==> src/rtl/bcd_to_bin_seq.sv <==
// bcd_to_bin_seq
//   Sequential packed-BCD to binary converter (reverse double-dabble).
//   Each iteration shifts {bcd, bin} right by one bit, then subtracts 3 from
//   every BCD digit that ended up >= 8. After BIN_W iterations the binary
//   register holds the value of the captured operand.
//
// Ports
//   clk       rising-edge system clock
//   rst       asynchronous active-high reset
//   en        start request, sampled only while idle
//   bcd_d_in  packed BCD operand, digit 0 in [3:0]
//   bin_out   converted value, held until the next successful conversion
//   rdy       one-cycle completion pulse
//   err       invalid-digit flag, meaningful only while rdy=1
//   busy      high while a conversion is in flight (CONV and DONE)
module bcd_to_bin_seq #(
  parameter int unsigned DIGITS = 4,
  parameter int unsigned BIN_W  = 14,
  parameter int unsigned CW     = 4
) (
  input  logic                  clk,
  input  logic                  rst,
  input  logic                  en,
  input  logic [4*DIGITS-1:0]   bcd_d_in,
  output logic [BIN_W-1:0]      bin_out,
  output logic                  rdy,
  output logic                  err,
  output logic                  busy
);

  typedef enum logic [1:0] {
    IDLE = 2'd0,
    CONV = 2'd1,
    DONE = 2'd2
  } state_t;

  state_t                    r_state;
  state_t                    w_state_nxt;

  logic [4*DIGITS-1:0]       r_bcd;
  logic [BIN_W-1:0]          r_bin;
  logic [CW-1:0]             r_cnt;
  logic [BIN_W-1:0]          r_bin_out;
  logic                      r_rdy;
  logic                      r_err;

  logic                      w_valid;
  logic                      w_load;
  logic                      w_reject;
  logic [4*DIGITS+BIN_W-1:0] w_cat;
  logic [4*DIGITS-1:0]       w_bcd_step;
  logic [BIN_W-1:0]          w_bin_step;

  // Operand is accepted only if every nibble is a decimal digit.
  always_comb begin
    w_valid = 1'b1;
    for (int unsigned d = 0; d < DIGITS; d++) begin
      if (bcd_d_in[4*d +: 4] > 4'd9) w_valid = 1'b0;
    end
  end

  // One reverse double-dabble iteration: shift, then correct digits >= 8
  // (digit MSB set) by subtracting 3.
  always_comb begin
    w_cat      = {r_bcd, r_bin} >> 1;
    w_bin_step = w_cat[BIN_W-1:0];
    w_bcd_step = w_cat[4*DIGITS+BIN_W-1 -: 4*DIGITS];
    for (int unsigned d = 0; d < DIGITS; d++) begin
      if (w_bcd_step[4*d+3]) w_bcd_step[4*d +: 4] = w_bcd_step[4*d +: 4] - 4'd3;
    end
  end

  // State register
  always_ff @(posedge clk or posedge rst) begin
    if (rst) r_state <= IDLE;
    else     r_state <= w_state_nxt;
  end

  // Next-state and control decode
  always_comb begin
    w_state_nxt = r_state;
    w_load      = 1'b0;
    w_reject    = 1'b0;
    case (r_state)
      IDLE: begin
        if (en) begin
          if (w_valid) begin
            w_load      = 1'b1;
            w_state_nxt = CONV;
          end else begin
            w_reject    = 1'b1;
          end
        end
      end
      CONV: begin
        if (r_cnt == CW'(BIN_W - 1)) w_state_nxt = DONE;
      end
      DONE:    w_state_nxt = IDLE;
      default: w_state_nxt = IDLE;
    endcase
  end

  // Datapath and registered outputs
  always_ff @(posedge clk or posedge rst) begin
    if (rst) begin
      r_bcd     <= '0;
      r_bin     <= '0;
      r_cnt     <= '0;
      r_bin_out <= '0;
      r_rdy     <= 1'b0;
      r_err     <= 1'b0;
    end else begin
      r_rdy <= 1'b0;
      r_err <= 1'b0;
      case (r_state)
        IDLE: begin
          if (w_load) begin
            r_bcd <= bcd_d_in;
            r_bin <= '0;
            r_cnt <= '0;
          end
          if (w_reject) begin
            r_rdy <= 1'b1;
            r_err <= 1'b1;
          end
        end
        CONV: begin
          r_bcd <= w_bcd_step;
          r_bin <= w_bin_step;
          r_cnt <= r_cnt + CW'(1);
        end
        DONE: begin
          r_bin_out <= r_bin;
          r_rdy     <= 1'b1;
        end
        default: ;
      endcase
    end
  end

  assign bin_out = r_bin_out;
  assign rdy     = r_rdy;
  assign err     = r_err;
  assign busy    = (r_state != IDLE);

endmodule
==> config.mk <==
export PLATFORM = sky130hd
export DESIGN_NAME = bcd_to_bin_seq
export DESIGN_NICKNAME = d
export VERILOG_FILES = /design/src/rtl/bcd_to_bin_seq.sv
export SDC_FILE = /design/constraint.sdc
export NUM_CORES = 1
export LEC_CHECK = 0
export CAP_MARGIN = 10
export CORE_MARGIN = 4
export CORE_UTILIZATION = 55
export DETAILED_ROUTE_END_ITERATION = 8
export GPL_TIMING_DRIVEN = 0
export PLACE_DENSITY = 0.8
export SETUP_SLACK_MARGIN = 0.15
export SYNTH_ARGS = -nofsm -noshare
export SYNTH_HDL_FRONTEND = slang
export SYNTH_SLANG_ARGS = --single-unit
==> constraint.sdc <==
create_clock -name clk -period 3.15 [get_ports clk]
set_clock_uncertainty 0.15 [all_clocks]
set_input_delay 0.63 -clock clk [delete_from_list [all_inputs] [get_ports clk]]
set_output_delay 0.63 -clock clk [all_outputs]
set_load 0.01 [all_outputs]
## After elaboration in Yosys (flattened, before gate mapping)

Cells that the tools add are included.

| word-level totals | value |
|---|---|
| latch bits | 0 |
| memories | 0 |
| ROM bits | 0 |
| register bits after elaboration | 52 |
| word-level logic and storage cells | 53 |
| RAM bits | 0 |

| operators by class | value |
|---|---|
| bitwise logic cells | 0 |
| shifts and indexed selects | 0 |
| reduce and logical (&&, ||, !) cells | 5 |
| $mul | 0 |
| div/mod/pow operators | 0 |
| eq/ne operators | 7 |
| add/subtract/negate cells | 4 |
| multiplexer cells | 26 |
| $lt $le $gt $ge | 4 |

Operator list:

| operator | number |
|---|---|
| $pmux 16 s2 | 1 |
| $pmux 14 s2 | 1 |
| $gt 4x4->1 const B | 4 |
| $mux 16 | 1 |
| $mux 4 | 4 |
| $mux 14 | 1 |
| $mux 1 | 12 |
| $sub 4x2->4 const B | 3 |
| $ne 2x2->1 const B | 4 |
| $pmux 4 s2 | 1 |
| $mux 2 | 3 |
| $add 4x1->4 const B | 1 |
| $eq 4x4->1 const B | 1 |
| $pmux 2 s2 | 1 |
| $reduce_bool 2->1 | 2 |
| $reduce_and 3->1 | 1 |
| $eq 2x1->1 const B | 1 |
| $eq 2x2->1 const B | 1 |
| $logic_not 2->1 | 1 |
| $pmux 1 s2 | 1 |
| $reduce_and 2->1 | 1 |

## Logic depth before layout (Yosys ltp)

| depth | value |
|---|---|
| word-level depth | 10 |
| depth in mapped cells | 6 |
| depth with buffers taken out | 5 |

## Least setup slack after synthesis

No wires, ideal clock.

| path | value |
|---|---|
| path type | input -> register |
| start point | input port bcd_d_in[6] |
| end point | register r_cnt[1] |
| cell stages on the path | 5 |
| buffers on the path | 1 |
| required time | 2.874 ns |
| data arrival time | 1.512 ns |
| path slack | 1.363 ns |
| path through | o21ai_2 nand4_4 nor3_4 buf_8 o22ai_2 |

| between the ends | value |
|---|---|
| word-level cells in the longest chain between the ends | 9 |

Ends and longest elaborated chain:

| what | RTL line | source |
|---|---|---|
| from (decl) | 24 | `input logic [4*DIGITS-1:0] bcd_d_in,` |
| $gt 4x4->1 | 58 | `if (bcd_d_in[4*d +: 4] > 4'd9) w_valid = 1'b0;` |
| $mux 1 (3 in series) | 58 |  |
| $mux 1 | 87 | `if (w_valid) begin` |
| $mux 1 | 86 | `if (en) begin` |
| $mux 1 | 84 | `case (r_state)` |
| $ne 2x2->1 (no line) | -- |  |
| $reduce_and 2->1 (no line) | -- |  |
| to (signal assigned) | 130 | `r_cnt <= r_cnt + CW'(1);` |
| to (decl) | 42 | `logic [CW-1:0] r_cnt;` |

Every way passes these cells.
A chain may end at the register's enable or synchronous reset.

## Worst setup path in the final report

| path | value |
|---|---|
| start point | register r_state[1] |
| end point | output port busy |

| between the ends | value |
|---|---|
| word-level cells in the longest chain between the ends | 1 |

Ends and longest elaborated chain:

| what | RTL line | source |
|---|---|---|
| from (decl) | 37 | `state_t r_state;` |
| from (signal assigned) | 76 | `else r_state <= w_state_nxt;` |
| $reduce_bool 2->1 | 144 | `assign busy = (r_state != IDLE);` |
| to (decl) | 28 | `output logic busy` |

Every way passes these cells.

==> flow_summary.yaml <==
run_status:
  status: "completed"
floorplan:
  core_um2: 4440
  ios: 36
  die-area_um2: 5820
  rows: 24
  chipHeight_um: 76.3
  dieWidth_um: 76.3
  initial_core_util_pct: 57.7
finish:
  final_nets: 313
  diodes: 0
  fill_cells: 352
  syn_to_final_growth_pct: 20.6
  design_area_um2: 3090
  final_common_cell: "dfrtp_1"
  final-instance-count-excl-fill: 342
  layout_common_cells: "dfrtp_1, nand3_1, clkdlybuf4s50_1"
  drive_above_1_share_pct: 18.6
power_and_ir_drop:
  power_w: 0.00283
  swShare_pct: 39.1
  cellPowerDensity_nw_per_um2: 915
  switchingPower_w: 0.00111
  comb_power_share_pct: 42.7
  internal_power_w: 0.00172
  worst_ir_drop_vdd_mv: 0.490
  power.share.sequential_pct: 43.1
  clkPwrFrac_pct: 14.2
  leakagePower_nw: 1.36
critical_path:
  crit_type: "reg2out"
  cp-end-kind: "output port"
  cp.required_ps: 2370
  path_max_fanout: 9
  start_kind: "register"
  worstPathArrival_ps: 1680
  reg2regPathDepth: 4
global_route:
  grt_use_total_pct: 20.3
  grt_pass1_vias: 1999
  grt_remaining_overflow: 0
  grt_first_pass_wirelength_um: 9670
  grt_start_max_net_pins: 28
  antenna_found_initial: 0
timing:
  tns_ps: 0
  fmax_mhz: 406
  maxSlewViolCount: 0
  post-route-worst-setup-slack_ps: 689
  setup_viol: 0
  rsz0062_at_grt: "false"
  fin_crit_sh_pct: 78.1
  hold_viol_final: 0
  worst_slew_pin_slew_ps: 580
  relSlewSlack_pct: 61.2
  fin_crit_ps: 2460
flow_run:
  max-cap-violations: 0
logic_synthesis:
  synthCells: 246
  netlist_area_um2: 2560
  ys_ff_latch: 52
  yosysWarnings: 0
  yosysSeqAreaShare_pct: 50.8
  synthesis.nets: 270
  synth_area_per_cell_um2: 10.4
  ys_types: 36
detailed_routing:
  drtIter0Drc: 192
  wirelength_um: 5560
  vias: 2033
  drc: 0
  first_pass_iters: 4
  wl_per_cell_um: 16.3
  ant_nets: 0
  via_per_inst: 5.94
hold_path:
  hold_class: "reg2reg"
  holdPathStages: 1
placed_design:
  gp_congestion: 0.830
  place_ws_ps: 664
  place_hpwl_um: 3940
  io_buffers: 35
  place_area_um2: 3000
  dp.cells: 334
clock_tree:
  post_cts_resized: 0
  post_cts_buffers: 0
  cts_sinks: 52
  cts.htree.levels: 2
  cts_root_buf: "clkbuf_8"
  cts-buffers-inserted: 5
  cts_max_path_buffers: 2
  insertion_delay_ps: 320
  cts_hold_buf: 0
  cts.clk_slew.worst_paths_ps: 100
  cts_tree: "done"
-- kinds of logic (layout without fill, tap and decap cells) --
family | Yosys count | in the layout | share of synthesized area [%]
mux | 17 | 17 | 7.32
xor+xnor | 6 | 6 | 2.05
fa+ha+maj | 5 | 5 | 2.44
simple gates | 102 | 102 | 20.2
compound gates | 46 | 46 | 13.2
buf+inv | 18 | 62 | 4.00
flops | 52 | 52 | 50.8
-- final cells by class --
class                           instances  area (um2)  share of cell area (%)
Timing Repair Buffer                   36         370                    12.0
Buffer                                 14        87.6                    2.83
Clock inverter                          3        25.0                   0.809
Clock buffer                            5        68.8                    2.22
Tap cell                               52        65.1                    2.10
Sequential cell                        52        1300                    42.1
Inverter                                4        15.0                   0.485
Multi-Input combinational cell        176        1160                    37.5
-- cell usage after synthesis, drive strengths merged --
cell	number	area [um2]
a21o	3	22.5
inv	4	15.0
o311ai	1	8.76
mux2	14	158
mux2i	3	30.0
or3	2	12.5
nand2b	5	33.8
nand3	49	245
nand2	32	120
nor3	2	21.3
a32oi	3	26.3
xnor2	3	26.3
o21ai	21	154
and4	1	8.76
nor2b	3	18.8
o211ai	1	7.51
o22ai	1	12.5
buf	12	80.1
nand4	1	21.3
dfrtp	52	1300
nor2	6	30.0
a21oi	5	25.0
xor2	3	26.3
ha	5	62.6
or2	1	6.26
o21bai	1	7.51
a22oi	9	67.6
o31ai	1	7.51
clkbuf	2	7.51
-- worst max-delay path: stages, from the launching register on --
cell and delay, ps:
dfrtp_1 540, or2_1 250, clkdlybuf4s50_1 580
-- path summary, 6_finish.rpt --
kind,slack (ps),startpoint,endpoint
worst max-delay path,690,r_state[1],busy
worst min-delay path,360,bin_out[11],bin_out[11]
worst max register to register,1410,r_state[0],r_bcd[0]
worst min register to register,360,bin_out[11],bin_out[11]
max in group asynchronous,1780,rst,bin_out[5]
min in group asynchronous,530,rst,r_cnt[3]
-- through the flow --
stage,utilization (%),hold slack (ps)
2_1_floorplan,-,317
3_3_place_gp,67.0,337
3_5_place_dp,67.5,342
4_1_cts,69.6,357
5_1_grt,69.6,371
6_report,69.6,359
-- flip-flops by register name (all words and copies together), names as in the netlist --
signal	count
err	1
r_bcd	16
bin_out	14
r_bin	14
r_state	2
rdy	1
r_cnt	4
-- layer usage --
layer / routed length [um] / global-route usage [%]
met5: 0 / 0
met4: 68 / 5.98
met3: 163 / 4.37
met2: 2780 / 32.6
met1: 2550 / 27.9
-- power groups by stage --
stage               Clock, W  Sequential [W]  Combinational (W)
CTS                 0.000415         0.00122            0.00121
global route        0.000448         0.00126            0.00135
detailed placement         0         0.00123            0.00120
finish              0.000401         0.00122            0.00121
floorplan                  0         0.00120           0.000790
global placement           0         0.00121            0.00116
Note: power is estimated with default switching activity, not from simulation.
